--- src/rtl/alarm_pkg.sv ---
`default_nettype none
// +----------------------------------------------------------------------------+
// | Module      : alarm_pkg                                                    |
// | Description : Shared types and constants for the anti-theft alarm          |
// |               sequencer: interval codes, state encoding, value width.      |
// | Revision    : 1.0  initial release                                         |
// +----------------------------------------------------------------------------+
package alarm_pkg;

  // Width of a time_parameters value, in seconds.
  localparam int VALUE_W = 4;

  // Interval selector codes presented to the time_parameters store.
  localparam logic [1:0] T_ARM_DELAY       = 2'b00;
  localparam logic [1:0] T_DRIVER_DELAY    = 2'b01;
  localparam logic [1:0] T_PASSENGER_DELAY = 2'b10;
  localparam logic [1:0] T_ALARM_ON        = 2'b11;

  // Sequencer states; the encoding is exported on state_dbg.
  typedef enum logic [2:0] {
    ST_ARMED      = 3'd0,
    ST_TRIGGERED  = 3'd1,
    ST_SOUND      = 3'd2,
    ST_DISARMED   = 3'd3,
    ST_WAIT_OPEN  = 3'd4,
    ST_WAIT_CLOSE = 3'd5,
    ST_ARM_WAIT   = 3'd6
  } state_t;

endpackage
`default_nettype wire

--- src/rtl/alarm_timer.sv ---
`default_nettype none
// +----------------------------------------------------------------------------+
// | Module      : alarm_timer                                                  |
// | Description : Seconds countdown for the alarm sequencer. A load request    |
// |               arms a one-cycle load slot; the count is captured from value |
// |               in that slot and then decremented on every 1 Hz tick.        |
// | Ports       : clock, reset (async, active-low), clear (abort countdown),   |
// |               load (start request), tick (1 Hz), value (seconds),          |
// |               expired (1-cycle pulse on final tick), busy (in flight).     |
// | Revision    : 1.0  initial release                                         |
// +----------------------------------------------------------------------------+
module alarm_timer
  import alarm_pkg::*;
(
  input  logic               clock,
  input  logic               reset,
  input  logic               clear,
  input  logic               load,
  input  logic               tick,
  input  logic [VALUE_W-1:0] value,
  output logic               expired,
  output logic               busy
);

  logic               load_pending;
  logic               active;
  logic [VALUE_W-1:0] count;

  // A count of 1 expires on its tick; a loaded 0 is treated the same way so it
  // expires on the first tick instead of underflowing. Ticks in the load slot
  // are not counted.
  assign expired = active && !load_pending && tick && (count <= VALUE_W'(1));
  assign busy    = active || load_pending;

  always_ff @(posedge clock or negedge reset) begin
    if (!reset) begin
      load_pending <= 1'b0;
      active       <= 1'b0;
      count        <= '0;
    end else if (clear) begin
      load_pending <= 1'b0;
      active       <= 1'b0;
      count        <= '0;
    end else begin
      if (load_pending) begin
        count  <= value;
        active <= 1'b1;
      end else if (active && tick) begin
        if (count != '0) begin
          count <= count - VALUE_W'(1);
        end
        if (count <= VALUE_W'(1)) begin
          active <= 1'b0;
        end
      end
      load_pending <= load;
    end
  end

endmodule
`default_nettype wire

--- src/rtl/alarm_controller.sv ---
`default_nettype none
// +----------------------------------------------------------------------------+
// | Module      : alarm_controller                                             |
// | Description : Anti-theft alarm sequencer. Chooses the active interval,     |
// |               runs its countdown on the 1 Hz enable and drives the siren   |
// |               and status LED from ignition, door and reprogram inputs.     |
// | Ports       : clock, reset (async, active-low), ignition, door_driver,     |
// |               door_pass, reprogram, one_hz_enable, value[3:0] in;          |
// |               interval[1:0], siren, status_led, state_dbg[2:0] out.        |
// | Revision    : 1.0  initial release                                         |
// +----------------------------------------------------------------------------+
module alarm_controller
  import alarm_pkg::*;
#(
  parameter int BLINK_TICKS = 1
) (
  input  logic               clock,
  input  logic               reset,
  input  logic               ignition,
  input  logic               door_driver,
  input  logic               door_pass,
  input  logic               reprogram,
  input  logic               one_hz_enable,
  input  logic [VALUE_W-1:0] value,
  output logic [1:0]         interval,
  output logic               siren,
  output logic               status_led,
  output logic [2:0]         state_dbg
);

  localparam int                 BLINK_W    = (BLINK_TICKS > 1) ? $clog2(BLINK_TICKS) : 1;
  localparam logic [BLINK_W-1:0] BLINK_LAST = BLINK_W'(BLINK_TICKS - 1);

  state_t             state, state_nx;
  logic [1:0]         interval_nx;
  logic               siren_nx;
  logic               led_nx;
  logic [BLINK_W-1:0] blink, blink_nx;
  logic               start;
  logic [1:0]         start_code;
  logic               expired;
  logic               busy;
  logic               timer_done;

  alarm_timer u_timer (
    .clock   (clock),
    .reset   (reset),
    .clear   (reprogram),
    .load    (start),
    .tick    (one_hz_enable),
    .value   (value),
    .expired (expired),
    .busy    (busy)
  );

  // Only act on an expiry that belongs to a countdown still in flight.
  assign timer_done = expired && busy;

  always_ff @(posedge clock or negedge reset) begin
    if (!reset) begin
      state      <= ST_ARMED;
      interval   <= T_ARM_DELAY;
      siren      <= 1'b0;
      status_led <= 1'b0;
      blink      <= '0;
    end else begin
      state      <= state_nx;
      interval   <= interval_nx;
      siren      <= siren_nx;
      status_led <= led_nx;
      blink      <= blink_nx;
    end
  end

  always_comb begin
    state_nx    = state;
    start       = 1'b0;
    start_code  = interval;
    interval_nx = interval;
    siren_nx    = 1'b0;
    led_nx      = 1'b0;
    blink_nx    = '0;

    if (reprogram) begin
      state_nx = ST_ARMED;
    end else begin
      case (state)
        ST_ARMED: begin
          if (ignition) begin
            state_nx = ST_DISARMED;
          end else if (door_driver) begin
            state_nx   = ST_TRIGGERED;
            start      = 1'b1;
            start_code = T_DRIVER_DELAY;
          end else if (door_pass) begin
            state_nx   = ST_TRIGGERED;
            start      = 1'b1;
            start_code = T_PASSENGER_DELAY;
          end
        end
        ST_TRIGGERED: begin
          if (ignition) begin
            state_nx = ST_DISARMED;
          end else if (timer_done) begin
            state_nx   = ST_SOUND;
            start      = 1'b1;
            start_code = T_ALARM_ON;
          end
        end
        ST_SOUND: begin
          if (ignition) begin
            state_nx = ST_DISARMED;
          end else if (door_driver || door_pass) begin
            // Keep reloading so the alarm period only starts once closed.
            start      = 1'b1;
            start_code = T_ALARM_ON;
          end else if (timer_done) begin
            state_nx = ST_ARMED;
          end
        end
        ST_DISARMED: begin
          if (!ignition) begin
            state_nx = ST_WAIT_OPEN;
          end
        end
        ST_WAIT_OPEN: begin
          if (ignition) begin
            state_nx = ST_DISARMED;
          end else if (door_driver) begin
            state_nx = ST_WAIT_CLOSE;
          end
        end
        ST_WAIT_CLOSE: begin
          if (ignition) begin
            state_nx = ST_DISARMED;
          end else if (!door_driver && !door_pass) begin
            state_nx   = ST_ARM_WAIT;
            start      = 1'b1;
            start_code = T_ARM_DELAY;
          end
        end
        ST_ARM_WAIT: begin
          if (ignition) begin
            state_nx = ST_DISARMED;
          end else if (door_driver || door_pass) begin
            state_nx = ST_WAIT_CLOSE;
          end else if (timer_done) begin
            state_nx = ST_ARMED;
          end
        end
        default: state_nx = ST_ARMED;
      endcase
    end

    if (reprogram) begin
      interval_nx = T_ARM_DELAY;
    end else if (start) begin
      interval_nx = start_code;
    end

    siren_nx = (state_nx == ST_SOUND);

    // Blink phase restarts on every entry into ARMED, including a reprogram
    // issued while already ARMED.
    if (state_nx == ST_ARMED) begin
      if (state == ST_ARMED && !reprogram) begin
        led_nx   = status_led;
        blink_nx = blink;
        if (one_hz_enable) begin
          if (blink == BLINK_LAST) begin
            blink_nx = '0;
            led_nx   = ~status_led;
          end else begin
            blink_nx = blink + BLINK_W'(1);
          end
        end
      end
    end else begin
      led_nx = (state_nx == ST_TRIGGERED) || (state_nx == ST_SOUND);
    end
  end

  assign state_dbg = state;

endmodule
`default_nettype wire

--- config.mk ---
export PLATFORM = sky130hd
export DESIGN_NAME = alarm_controller
export DESIGN_NICKNAME = d
export VERILOG_FILES = /design/src/rtl/alarm_pkg.sv /design/src/rtl/alarm_timer.sv /design/src/rtl/alarm_controller.sv
export SDC_FILE = /design/constraint.sdc
export NUM_CORES = 1
export LEC_CHECK = 0
export ABC_AREA = 0
export CORE_MARGIN = 2
export CORE_UTILIZATION = 50
export CTS_CLUSTER_DIAMETER = 30
export CTS_CLUSTER_SIZE = 24
export DETAILED_ROUTE_END_ITERATION = 10
export PLACE_DENSITY = 0.77
export SLEW_MARGIN = 10
export SYNTH_ARGS = -nofsm -noshare
export SYNTH_HDL_FRONTEND = slang
export SYNTH_SLANG_ARGS = --single-unit
export TNS_END_PERCENT = 50
--- constraint.sdc ---
create_clock -name clock -period 2.3 [get_ports clock]
set_input_delay 0.23 -clock clock [delete_from_list [all_inputs] [get_ports clock]]
set_output_delay 0.23 -clock clock [all_outputs]
set_load 0.02 [all_outputs]
==> impl_summary.log, run 1 <==
INFO  metric reg2reg_from = u_timer.count[0]
INFO  metric detailroute.via_count = 825
INFO  metric cp_max_fo = 4
INFO  metric synth_seq_area_share = 0.349
INFO  metric seqCellArea = 325 sq um
INFO  metric grt_pass1_wl = 3.28 mm
INFO  metric numCtsBuffers = 3
INFO  metric io_buffer_count = 17
INFO  metric drt_pre_antenna_iters = 4
INFO  metric boundaryPins = 18
INFO  metric finalWorstSetupSlack = 342 ps
INFO  metric power.ir.vdd_worst = 0.000442 V
INFO  metric cts_tree = built
INFO  metric place.gp.congestion = 0.894
INFO  metric pin_count_of_the_biggest_net_entering_global_routing = 16
INFO  metric cts.sinks = 13
INFO  metric worst-r2r-setup-slack = 340 ps
INFO  metric antenna_violations_before_repair = 0
INFO  metric syn_area = 932 sq um
INFO  metric critical_path.startpoint_type = flip-flop
INFO  metric global_route.overflow_total = 0
INFO  metric comb_power_share = 0.360
INFO  metric synth-edff-count = 0
INFO  metric max-slew-margin-rel = 0.624
INFO  metric areaGrowthSynthToFinish = 22.3%
INFO  metric holdCritPathClass = in2async
INFO  metric final.setup.tns = 0 ps
INFO  metric grt_setup_unrepaired = no
INFO  metric routed_wire_length_per_instance = 12.9 microns
INFO  metric ant_diodes = 0
INFO  metric finalHoldViolations = 0
INFO  metric synth_area_per_cell = 8.55 sq um
INFO  metric dpl.hpwl = 1.49 mm
INFO  metric groute.usage.overall = 0.210
INFO  metric coreArea = 0.00175 sq mm
INFO  metric ys_ff_latch = 13
INFO  metric dieHeight = 47.2 microns
INFO  metric ctsResizeCount = 0
INFO  metric final_min_period_over_clock_period = 0.851
INFO  metric htree_levels = 1
INFO  metric pre_cts_slack = 293 ps
INFO  metric internal_power = 450 uW
INFO  metric drv_slew = 0
INFO  metric ys_dominant_reg_cell = sky130_fd_sc_hd__dfrtp_1
INFO  metric post-route-util = 0.653
INFO  metric post-cts-setup-buffers = 0
INFO  metric synth.yosys.warnings = 0
INFO  metric powerDensity = 602 mW/mm^2
INFO  metric postLayoutCellArea = 0.00114 sq mm
INFO  metric design.die.area = 0.00223 sq mm
INFO  metric ant_nets = 0
INFO  metric detail_route.iter0.violations = 17
INFO  metric clock_power_share = 0.203
INFO  metric clock_tree_root = sky130_fd_sc_hd__clkbuf_4
INFO  metric yosys.cell_types.count = 40
INFO  metric synth_cells = 109
INFO  metric cts.reportedPaths.clkPinSlew = 80 ps
INFO  metric fin_nets = 140
INFO  metric worst_slew_pin_slew = 563 ps
INFO  metric timing.max_cap.violations = 0
INFO  metric initial_core_utilization = 0.534
INFO  metric synth_nets = 123
INFO  metric async_reset_ff_frac = 1.00
INFO  metric critPathKind = reg2reg
INFO  metric worstPathArrival = 2180 ps
INFO  metric drt-total-wl = 1.93 mm
INFO  metric final_setup_violations = 0
INFO  metric grt_pass1_vias = 762
INFO  metric max-clock-path-buffers = 2
INFO  metric clock_latency = 280 ps
INFO  metric reg2reg_to = status_led
INFO  metric max_clock_freq = 511 MHz
INFO  metric run_status = completed
INFO  metric via_per_inst = 5.50
INFO  metric p_sw_frac = 0.345
INFO  metric netSwitchingPower = 236 uW
INFO  metric totalPowerFinal = 686 uW
INFO  metric cell_area_placed = 0.00111 sq mm
INFO  metric wp_data_required = 2520 ps
INFO  metric power.static_leakage = 0.000487 uW
INFO  metric layout_min_cycle_time = 1960 ps
INFO  metric layout-drive-gt1-share = 0.136
INFO  metric rr_worst_depth = 7
INFO  metric die_width = 47.2 microns
INFO  metric multi_input_area = 548 sq um
INFO  metric core_rows = 15
INFO  metric seq_power_share = 0.437
INFO  metric clock-skew-final = 0.563 ps
INFO  metric hold_buffers = 0
INFO  metric drc = 0
INFO  metric fillCellCount = 158
INFO  metric worst_setup_path_end_kind = flip-flop
critical path, cell delays in order (launching register included):
cell and delay, ps:
sky130_fd_sc_hd__dfrtp_1 420, sky130_fd_sc_hd__inv_1 80, sky130_fd_sc_hd__ha_1 220, sky130_fd_sc_hd__or2_2 320, sky130_fd_sc_hd__and3_4 180, sky130_fd_sc_hd__a2111o_1 400
sky130_fd_sc_hd__o311ai_1 110, sky130_fd_sc_hd__o211a_1 180
power groups by stage:
stage          logic (uW)  clock network (uW)  registers, uW
3_3_place_gp          246                   0            303
6_report              247                 139            300
5_1_grt               276                 159            306
4_1_cts               248                 145            300
2_1_floorplan         154                   0            307
3_5_place_dp          247                   0            304
cell usage in the layout (no fill, tap or decap), drive strengths merged, types with 4 or more instances in the layout:
cell type / netlist / routed
a31oi: 4 / 4
inv: 6 / 6
nor4: 4 / 4
dfrtp: 13 / 13
nor2: 9 / 9
nand2: 10 / 10
clkdlybuf4s50: 0 / 17
a21oi: 9 / 9
how the worst max path moves through the flow:
stage	start	to	slack (ps)
2_1_floorplan	u_timer.count[0]	status_led	480
3_3_place_gp	ignition	status_led	310
3_5_place_dp	ignition	status_led	290
4_1_cts	u_timer.count[0]	status_led	330
5_1_grt	u_timer.count[0]	status_led	220
6_report	u_timer.count[0]	status_led	340
per-stage QoR:
step,cells,hold WS [ps]
floorplan,109,-65.6
global placement,146,554
detailed placement,146,559
CTS,150,319
global route,150,345
finish,150,309
routing by layer:
layer / track usage / routed length [microns]
met1: 0.283 / 965
met2: 0.318 / 861
met3: 0.0731 / 91
met4: 0.0667 / 13
met5: 0 / 0
cell usage after synthesis (3+ instances only):
cell type,count,area share
sky130_fd_sc_hd__ha_1,3,0.040
sky130_fd_sc_hd__a31oi_1,4,0.027
sky130_fd_sc_hd__nor2_1,9,0.036
sky130_fd_sc_hd__a21oi_1,9,0.048
sky130_fd_sc_hd__mux2_2,3,0.036
sky130_fd_sc_hd__nand2_1,10,0.040
sky130_fd_sc_hd__clkbuf_1,4,0.016
sky130_fd_sc_hd__nor3_1,3,0.016
sky130_fd_sc_hd__dfrtp_1,13,0.35
sky130_fd_sc_hd__nor4_1,4,0.027
sky130_fd_sc_hd__nor3b_1,3,0.024
sky130_fd_sc_hd__xnor2_1,3,0.028
sky130_fd_sc_hd__inv_1,6,0.024
sequential cells by signal (all words and copies together) (netlist names):
signal	flops
interval	2
siren	1
state_dbg	3
status_led	1
u_timer.active	1
u_timer.count	4
u_timer.load_pending	1
kinds of logic after synthesis:
group                    count (synthesis)  synth area share
AO/OA/AOI/OAI                           30             0.223
multiplexers                             4            0.0470
flip-flops                              13             0.349
buffers and inverters                   13            0.0631
XOR/XNOR                                 4            0.0376
AND/OR/NAND/NOR                         42             0.240
adder cells (fa/ha/maj)                  3            0.0403
cell type report:
type                            count  area share
Multi-Input combinational cell     83       0.481
Sequential cell                    13       0.285
Timing Repair Buffer               19       0.162
Tap cell                           25      0.0274
Clock buffer                        3      0.0198
Inverter                            6      0.0198
Clock inverter                      1     0.00439
(Power assumes the default switching activity.)
==> inputs of run 2 (changes only) <==
--- a/config.mk
+++ b/config.mk
@@ -7,11 +7,11 @@
 export LEC_CHECK = 0
 export ABC_AREA = 0
 export CORE_MARGIN = 2
-export CORE_UTILIZATION = 50
+export CORE_UTILIZATION = 54
 export CTS_CLUSTER_DIAMETER = 30
 export CTS_CLUSTER_SIZE = 24
 export DETAILED_ROUTE_END_ITERATION = 10
-export PLACE_DENSITY = 0.77
+export PLACE_DENSITY = 0.83
 export SLEW_MARGIN = 10
 export SYNTH_ARGS = -nofsm -noshare
 export SYNTH_HDL_FRONTEND = slang
==> constraint.sdc (replaced) <==
create_clock -name clock -period 2.5 [get_ports clock]
set_input_delay 0.25 -clock clock [delete_from_list [all_inputs] [get_ports clock]]
set_output_delay 0.25 -clock clock [all_outputs]
set_load 0.02 [all_outputs]
==> run 2 against run 1 <==
  * Final cell count decreased by 6.0%
  * Sequential share of layout area increased by 0.45 points
  * Non-clock buffer count decreased by 1
  * Count of clock-buffer cells in the layout unchanged
  * Utilization increased by 1.9 points
  * Sequential power decreased by 8.3%
  * Combinational power decreased by 7%
  * Die area decreased by 6.8%
  * Flip-flop and latch count unchanged
  * Critical path type unchanged
  * Largest cell class unchanged
==> impl_summary.log, run 2 (synthesis gave the netlist of run 1 again) <==
INFO  metric run_status = completed
INFO  metric grt_pass1_wl = 3.25 mm (-0.85%)
INFO  metric postLayoutCellArea = 0.00112 sq mm (-1.5%)
INFO  metric critical_path.startpoint_type = flip-flop
INFO  metric grt_setup_unrepaired = no
INFO  metric layout-drive-gt1-share = 0.129 (-0.00697)
INFO  metric post-route-util = 0.672 (+0.0189)
INFO  metric grt_pass1_vias = 716 (-6.0%)
INFO  metric global_route.overflow_total = 0 (unchanged)
INFO  metric boundaryPins = 18 (unchanged)
INFO  metric drv_slew = 0 (unchanged)
INFO  metric clock_tree_root = sky130_fd_sc_hd__clkbuf_4
INFO  metric drc = 0 (unchanged)
INFO  metric seqCellArea = 325 sq um (unchanged)
INFO  metric die_width = 45.5 microns (-3.5%)
INFO  metric coreArea = 0.00167 sq mm (-4.3%)
INFO  metric finalHoldViolations = 0 (unchanged)
INFO  metric path_cells = inv_1 -> ha_1 -> or2_2 -> and3_4 -> a2111o_1 -> o311ai_1 -> o211a_1
INFO  metric layout.cells.most_common_list = 17 x sky130_fd_sc_hd__clkdlybuf4s50_1, 13 x sky130_fd_sc_hd__dfrtp_1, 10 x sky130_fd_sc_hd__nand2_1
INFO  metric io_buffer_count = 17 (unchanged)
INFO  metric cts.sinks = 13 (unchanged)
INFO  metric layout_commonest_cell = sky130_fd_sc_hd__clkdlybuf4s50_1
INFO  metric power.ir.vdd_worst = 0.000399 V (-9.8%)
INFO  metric drt_pre_antenna_iters = 4 (unchanged)
INFO  metric design.die.area = 0.00207 sq mm (-6.8%)
INFO  metric htree_levels = 1 (unchanged)
INFO  metric multi_input_area = 548 sq um (unchanged)
INFO  metric fillCellCount = 136 (-14%)
INFO  metric place.gp.congestion = 0.891 (-0.31%)
INFO  metric biggest_cell_delay_along_the_critical_path = 440 ps (+20 ps)
INFO  metric numCtsBuffers = 3 (unchanged)
INFO  metric detailroute.via_count = 841 (+1.9%)
INFO  metric post-cts-setup-buffers = 0 (unchanged)
INFO  metric max-clock-path-buffers = 2 (unchanged)
INFO  metric finalHoldWorstSlack = 318 ps (+9.17 ps)
INFO  metric ant_nets = 0 (unchanged)
INFO  metric critPathKind = reg2reg
INFO  metric critPathSlowestCell = sky130_fd_sc_hd__dfrtp_1
INFO  metric dpl.hpwl = 1.45 mm (-2.8%)
INFO  metric core_rows = 15 (unchanged)
INFO  metric worst_slew_pin_slew = 540 ps (-23.1 ps)
INFO  metric max_clock_freq = 494 MHz (-3.2%)
INFO  metric routed_wire_length_per_instance = 13.8 microns (+7.4%)
INFO  metric pin_count_of_the_biggest_net_entering_global_routing = 16 (unchanged)
INFO  metric largest_register_ffs = 4 (unchanged)
INFO  metric power.static_leakage = 0.000483 uW (-0.86%)
INFO  metric worst_setup_path_end_kind = flip-flop
INFO  metric worstPathArrival = 2250 ps (+70 ps)
INFO  metric ant_diodes = 0 (unchanged)
INFO  metric layout_min_cycle_time = 2020 ps (+65.0 ps)
INFO  metric wp_data_required = 2720 ps (+200 ps)
INFO  metric drt-total-wl = 1.95 mm (+0.98%)
INFO  metric cts_tree = built
INFO  metric cp_max_fo = 4 (unchanged)
INFO  metric final_setup_violations = 0 (unchanged)
INFO  metric clock-skew-final = 5.11 ps (+4.55 ps)
INFO  metric ctsResizeCount = 0 (unchanged)
INFO  metric antenna_violations_before_repair = 0 (unchanged)
INFO  metric hold_buffers = 0 (unchanged)
INFO  metric cell_area_placed = 0.00109 sq mm (-1.6%)
INFO  metric final_min_period_over_clock_period = 0.809 (-0.0421)
INFO  metric areaGrowthSynthToFinish = 20.4%
INFO  metric worst-r2r-setup-slack = 480 ps (+130 ps)
INFO  metric final.setup.tns = 0 ps (unchanged)
INFO  metric max-slew-margin-rel = 0.639 (+0.0154)
INFO  metric clock_latency = 280 ps (about the same)
INFO  metric dieHeight = 45.5 microns (-3.5%)
INFO  metric fin_nets = 139 (-0.71%)
INFO  metric via_per_inst = 5.96 (+8.4%)
INFO  metric detail_route.iter0.violations = 21 (+4)
INFO  metric holdCritPathClass = in2async
INFO  metric powerDensity = 565 mW/mm^2 (-6.1%)
INFO  metric groute.usage.overall = 0.222 (+0.0123)
INFO  metric timing.max_cap.violations = 0 (unchanged)
INFO  metric register_name_with_the_most_flops = u_timer.count
INFO  metric initial_core_utilization = 0.558 (+0.0240)
INFO  metric cts.reportedPaths.clkPinSlew = 80 ps (about the same)
run 2: changes by cell type in the layout (fill, tap and decap cells not counted):
cell                    change
sky130_fd_sc_hd__buf_4      -1
run 2: cell type report:
type,instances,area share
Multi-Input combinational cell,83,0.488
Inverter,6,0.0201
Clock inverter,1,0.00446
Clock buffer,3,0.0201
Timing Repair Buffer,18,0.158
Tap cell,17,0.0190
Sequential cell,13,0.290
run 2: report_power, final:
part / total [uW] / internal, uW / switching (uW)
registers: 275 / 235 / 39.9
logic: 230 / 118 / 112
clock network: 128 / 59.4 / 69.0
run 2: stage by stage:
| step | worst slack [ps] | power [uW] | std cells |
|---|---|---|---|
| floorplan | 679 | 424 | 109 |
| global placement | 483 | 504 | 137 |
| detailed placement | 481 | 507 | 137 |
| CTS | 486 | 641 | 141 |
| global route | 373 | 679 | 141 |
| finish | 477 | 634 | 141 |
run 2: worst paths after layout:
check | startpoint | endpoint | cells past startpoint
worst max-delay path | u_timer.count[0] | status_led | 7
worst min-delay path | reset | u_timer.count[3] | 1
worst max register to register | u_timer.count[0] | status_led | 7
worst min register to register | u_timer.active | u_timer.active | 2
max in group asynchronous | reset | interval[1] | 1
min in group clock | value[1] | u_timer.count[1] | 3
run 2: metal layers:
layer / wire length [microns] / global-route usage / vias to the layer above
met4: 35 / 0.106 / 0
li1: - / - / 424
met5: 0 / 0 / -
met2: 837 / 0.299 / 26
met3: 89 / 0.0278 / 4
met1: 988 / 0.349 / 387
run 2: worst max-delay path, delay by kind of cell (launching register included):
family	cells	cell delay [ps]
AOI/OAI and AO/OA	3	700
adders and majority gates	1	240
buffers and inverters	1	90
DFF	1	440
and+or+nand+nor	2	500
==> inputs of run 3 (changes only) <==
--- a/config.mk
+++ b/config.mk
@@ -7,11 +7,11 @@
 export LEC_CHECK = 0
 export ABC_AREA = 0
 export CORE_MARGIN = 2
-export CORE_UTILIZATION = 54
+export CORE_UTILIZATION = 50
 export CTS_CLUSTER_DIAMETER = 30
 export CTS_CLUSTER_SIZE = 24
 export DETAILED_ROUTE_END_ITERATION = 10
-export PLACE_DENSITY = 0.83
+export PLACE_DENSITY = 0.77
 export SLEW_MARGIN = 10
 export SYNTH_ARGS = -nofsm -noshare
 export SYNTH_HDL_FRONTEND = slang
==> constraint.sdc (replaced) <==
create_clock -name clock -period 2.01 [get_ports clock]
set_input_delay 0.201 -clock clock [delete_from_list [all_inputs] [get_ports clock]]
set_output_delay 0.201 -clock clock [all_outputs]
set_load 0.02 [all_outputs]
==> run 3 against run 2 <==
  * Utilization fell by 0.24 points
  * Non-clock buffer count increased by 3
  * Sequential share of layout area shrank 1.1 points
  * Critical path depth is the same
  * First-iteration DRC count is 9.5% higher
  * Design area up 4.1%
  * Clock power rose by 28%
  * Register-to-register slack lost 350 ps
  * Wire length up 7.9%
  * Highest routed layer unchanged
==> impl_summary.log, run 3 (synthesis gave the netlist of run 1 again) <==
INFO  metric initial_core_utilization = 0.534 (-0.0240)
INFO  metric drt_pre_antenna_iters = 4 (unchanged)
INFO  metric grt_pass1_wl = 3.51 mm (+7.9%)
INFO  metric run_status = completed
INFO  metric reg2reg_from = u_timer.count[0]
INFO  metric max-slew-margin-rel = 0.611 (-0.0281)
INFO  metric cts.sinks = 13 (unchanged)
INFO  metric crit_buf_inv = 1 (unchanged)
INFO  metric largest_register_ffs = 4 (unchanged)
INFO  metric dieHeight = 47.2 microns (+3.6%)
INFO  metric post-cts-setup-buffers = 0 (unchanged)
INFO  metric design.die.area = 0.00223 sq mm (+7.3%)
INFO  metric drc = 0 (unchanged)
INFO  metric layout_min_cycle_time = 1890 ps (-137 ps)
INFO  metric totalPowerFinal = 804 uW (+27%)
INFO  metric max_clock_freq = 530 MHz (+7.3%)
INFO  metric rr_worst_depth = 7 (unchanged)
INFO  metric critPathKind = reg2reg
INFO  metric biggest_cell_delay_along_the_critical_path = 420 ps (-20 ps)
INFO  metric final_setup_violations = 0 (unchanged)
INFO  metric groute.usage.overall = 0.230 (+0.00806)
INFO  metric die_width = 47.2 microns (+3.6%)
INFO  metric final.setup.tns = 0 ps (unchanged)
INFO  metric drv_slew = 0 (unchanged)
INFO  metric critPathSlowestCell = sky130_fd_sc_hd__dfrtp_1
INFO  metric layout.cells.most_common_list = 17 x sky130_fd_sc_hd__clkdlybuf4s50_1, 13 x sky130_fd_sc_hd__dfrtp_1, 10 x sky130_fd_sc_hd__nand2_1
INFO  metric drt-total-wl = 2.10 mm (+7.9%)
INFO  metric holdCritPathClass = in2async
INFO  metric path_cells = inv_1 -> ha_1 -> or2_4 -> and3_4 -> a2111o_1 -> o311ai_1 -> o211a_1
INFO  metric clock_tree_root = sky130_fd_sc_hd__clkbuf_4
INFO  metric path_delay_family = compound AO/OA/AOI/OAI gates
INFO  metric clock_latency = 280 ps (about the same)
INFO  metric grt_setup_unrepaired = no
INFO  metric critical_path.startpoint_type = flip-flop
INFO  metric power.static_leakage = 0.000497 uW (+3.0%)
INFO  metric areaGrowthSynthToFinish = 25.4%
INFO  metric worst_setup_path_end_kind = flip-flop
INFO  metric worstPathArrival = 2110 ps (-140 ps)
INFO  metric power.ir.vdd_worst = 0.000413 V (+3.6%)
INFO  metric final_min_period_over_clock_period = 0.938 (+0.129)
INFO  metric register_name_with_the_most_flops = u_timer.count
INFO  metric htree_levels = 1 (unchanged)
INFO  metric numCtsBuffers = 3 (unchanged)
INFO  metric core_rows = 15 (unchanged)
INFO  metric routed_wire_length_per_instance = 13.8 microns (about the same)
INFO  metric reg2reg_to = status_led
INFO  metric powerDensity = 688 mW/mm^2 (+22%)
INFO  metric cts_tree = built
INFO  metric timing.max_cap.violations = 0 (unchanged)
INFO  metric via_per_inst = 5.57 (-6.7%)
INFO  metric dpl.hpwl = 1.54 mm (+5.9%)
INFO  metric antenna_violations_before_repair = 0 (unchanged)
INFO  metric clock-skew-final = 12.8 ps (+7.71 ps)
INFO  metric grt_pass1_vias = 824 (+15%)
INFO  metric finalNonFillerCells = 152 (+7.8%)
INFO  metric boundaryPins = 18 (unchanged)
INFO  metric cts.reportedPaths.clkPinSlew = 90 ps (about the same)
INFO  metric layout-drive-gt1-share = 0.157 (+0.0284)
INFO  metric layout_commonest_cell = sky130_fd_sc_hd__clkdlybuf4s50_1
INFO  metric pin_count_of_the_biggest_net_entering_global_routing = 16 (unchanged)
INFO  metric io_buffer_count = 17 (unchanged)
INFO  metric ant_diodes = 0 (unchanged)
INFO  metric detail_route.iter0.violations = 23 (+9.5%)
INFO  metric cp_max_fo = 4 (unchanged)
INFO  metric wp_data_required = 2240 ps (-480 ps)
INFO  metric global_route.overflow_total = 0 (unchanged)
INFO  metric worst-r2r-setup-slack = 120 ps (-350 ps)
INFO  metric coreArea = 0.00175 sq mm (+4.5%)
INFO  metric detailroute.via_count = 846 (+0.59%)
INFO  metric worst_slew_pin_slew = 582 ps (+42.0 ps)
INFO  metric fin_nets = 142 (+2.2%)
INFO  metric max-clock-path-buffers = 2 (unchanged)
INFO  metric numPlacedInstances = 148 (+8.0%)
INFO  metric place.gp.congestion = 0.853 (-4.2%)
INFO  metric finalHoldViolations = 0 (unchanged)
INFO  metric ant_nets = 0 (unchanged)
-- run 3: changes by cell type in the layout (fill, tap and decap cells not counted) --
cell / change
sky130_fd_sc_hd__nand3_2: +1
sky130_fd_sc_hd__clkbuf_1: +1
sky130_fd_sc_hd__or2_2: -1
sky130_fd_sc_hd__nand3_1: -1
sky130_fd_sc_hd__or2_4: +1
sky130_fd_sc_hd__o41ai_1: -1
sky130_fd_sc_hd__clkinv_2: -1
sky130_fd_sc_hd__o41ai_2: +1
sky130_fd_sc_hd__buf_4: +3
-- run 3: worst reg2reg max path: stages (launching register included) --
cell	delay, ps
sky130_fd_sc_hd__dfrtp_1	420
sky130_fd_sc_hd__inv_1	90
sky130_fd_sc_hd__ha_1	230
sky130_fd_sc_hd__or2_4	250
sky130_fd_sc_hd__and3_4	170
sky130_fd_sc_hd__a2111o_1	390
sky130_fd_sc_hd__o311ai_1	100
sky130_fd_sc_hd__o211a_1	180
-- run 3: per-layer routing --
metal / GRT usage / vias up / routed length, microns
li1: - / 431 / -
met1: 0.322 / 388 / 1040
met2: 0.323 / 23 / 941
met3: 0.0538 / 4 / 89
met4: 0.133 / 0 / 30
met5: 0 / - / 0
-- run 3: final cells by class --
| cell class | count | area [sq um] |
|---|---|---|
| clock buffer | 4 | 26.3 |
| fill | 145 | 577 |
| inverter | 6 | 22.5 |
| multi-input combinational | 83 | 563 |
| sequential | 13 | 325 |
| tap | 25 | 31.3 |
| timing repair buffer | 21 | 200 |
-- run 3: worst max-delay path by stage --
stage	cells after the start	endpoint	startpoint	slack, ps
after floorplan	7	status_led	u_timer.count[0]	190
after global placement	5	siren	one_hz_enable	-50
after detailed placement	5	siren	one_hz_enable	8
after CTS	7	status_led	u_timer.count[0]	60
after global routing	7	status_led	u_timer.count[0]	20
final	7	status_led	u_timer.count[0]	120
-- run 3: timing repair --
item	CTS	global route
endpoints found under the hold margin	0	0
endpoints found under the setup margin	0	5
gates resized for setup	0	3
hold buffers	0	0
-- run 3: report_power, final --
group          internal [uW]  switching (uW)
registers                293            45.9
logic                    156             145
clock network           76.9            87.4
total                    526             278
-- run 3: metrics by stage --
step / setup WS [ps] / area, sq um / hold WS [ps] / util
3_3_place_gp: -47.5 / 1130 / 555 / 0.646
3_5_place_dp: 8.11 / 1130 / 577 / 0.646
5_1_grt: 19.6 / 1170 / 301 / 0.670
2_1_floorplan: 189 / 932 / -94.6 / -
4_1_cts: 56.5 / 1150 / 298 / 0.661
6_report: 124 / 1170 / 282 / 0.670
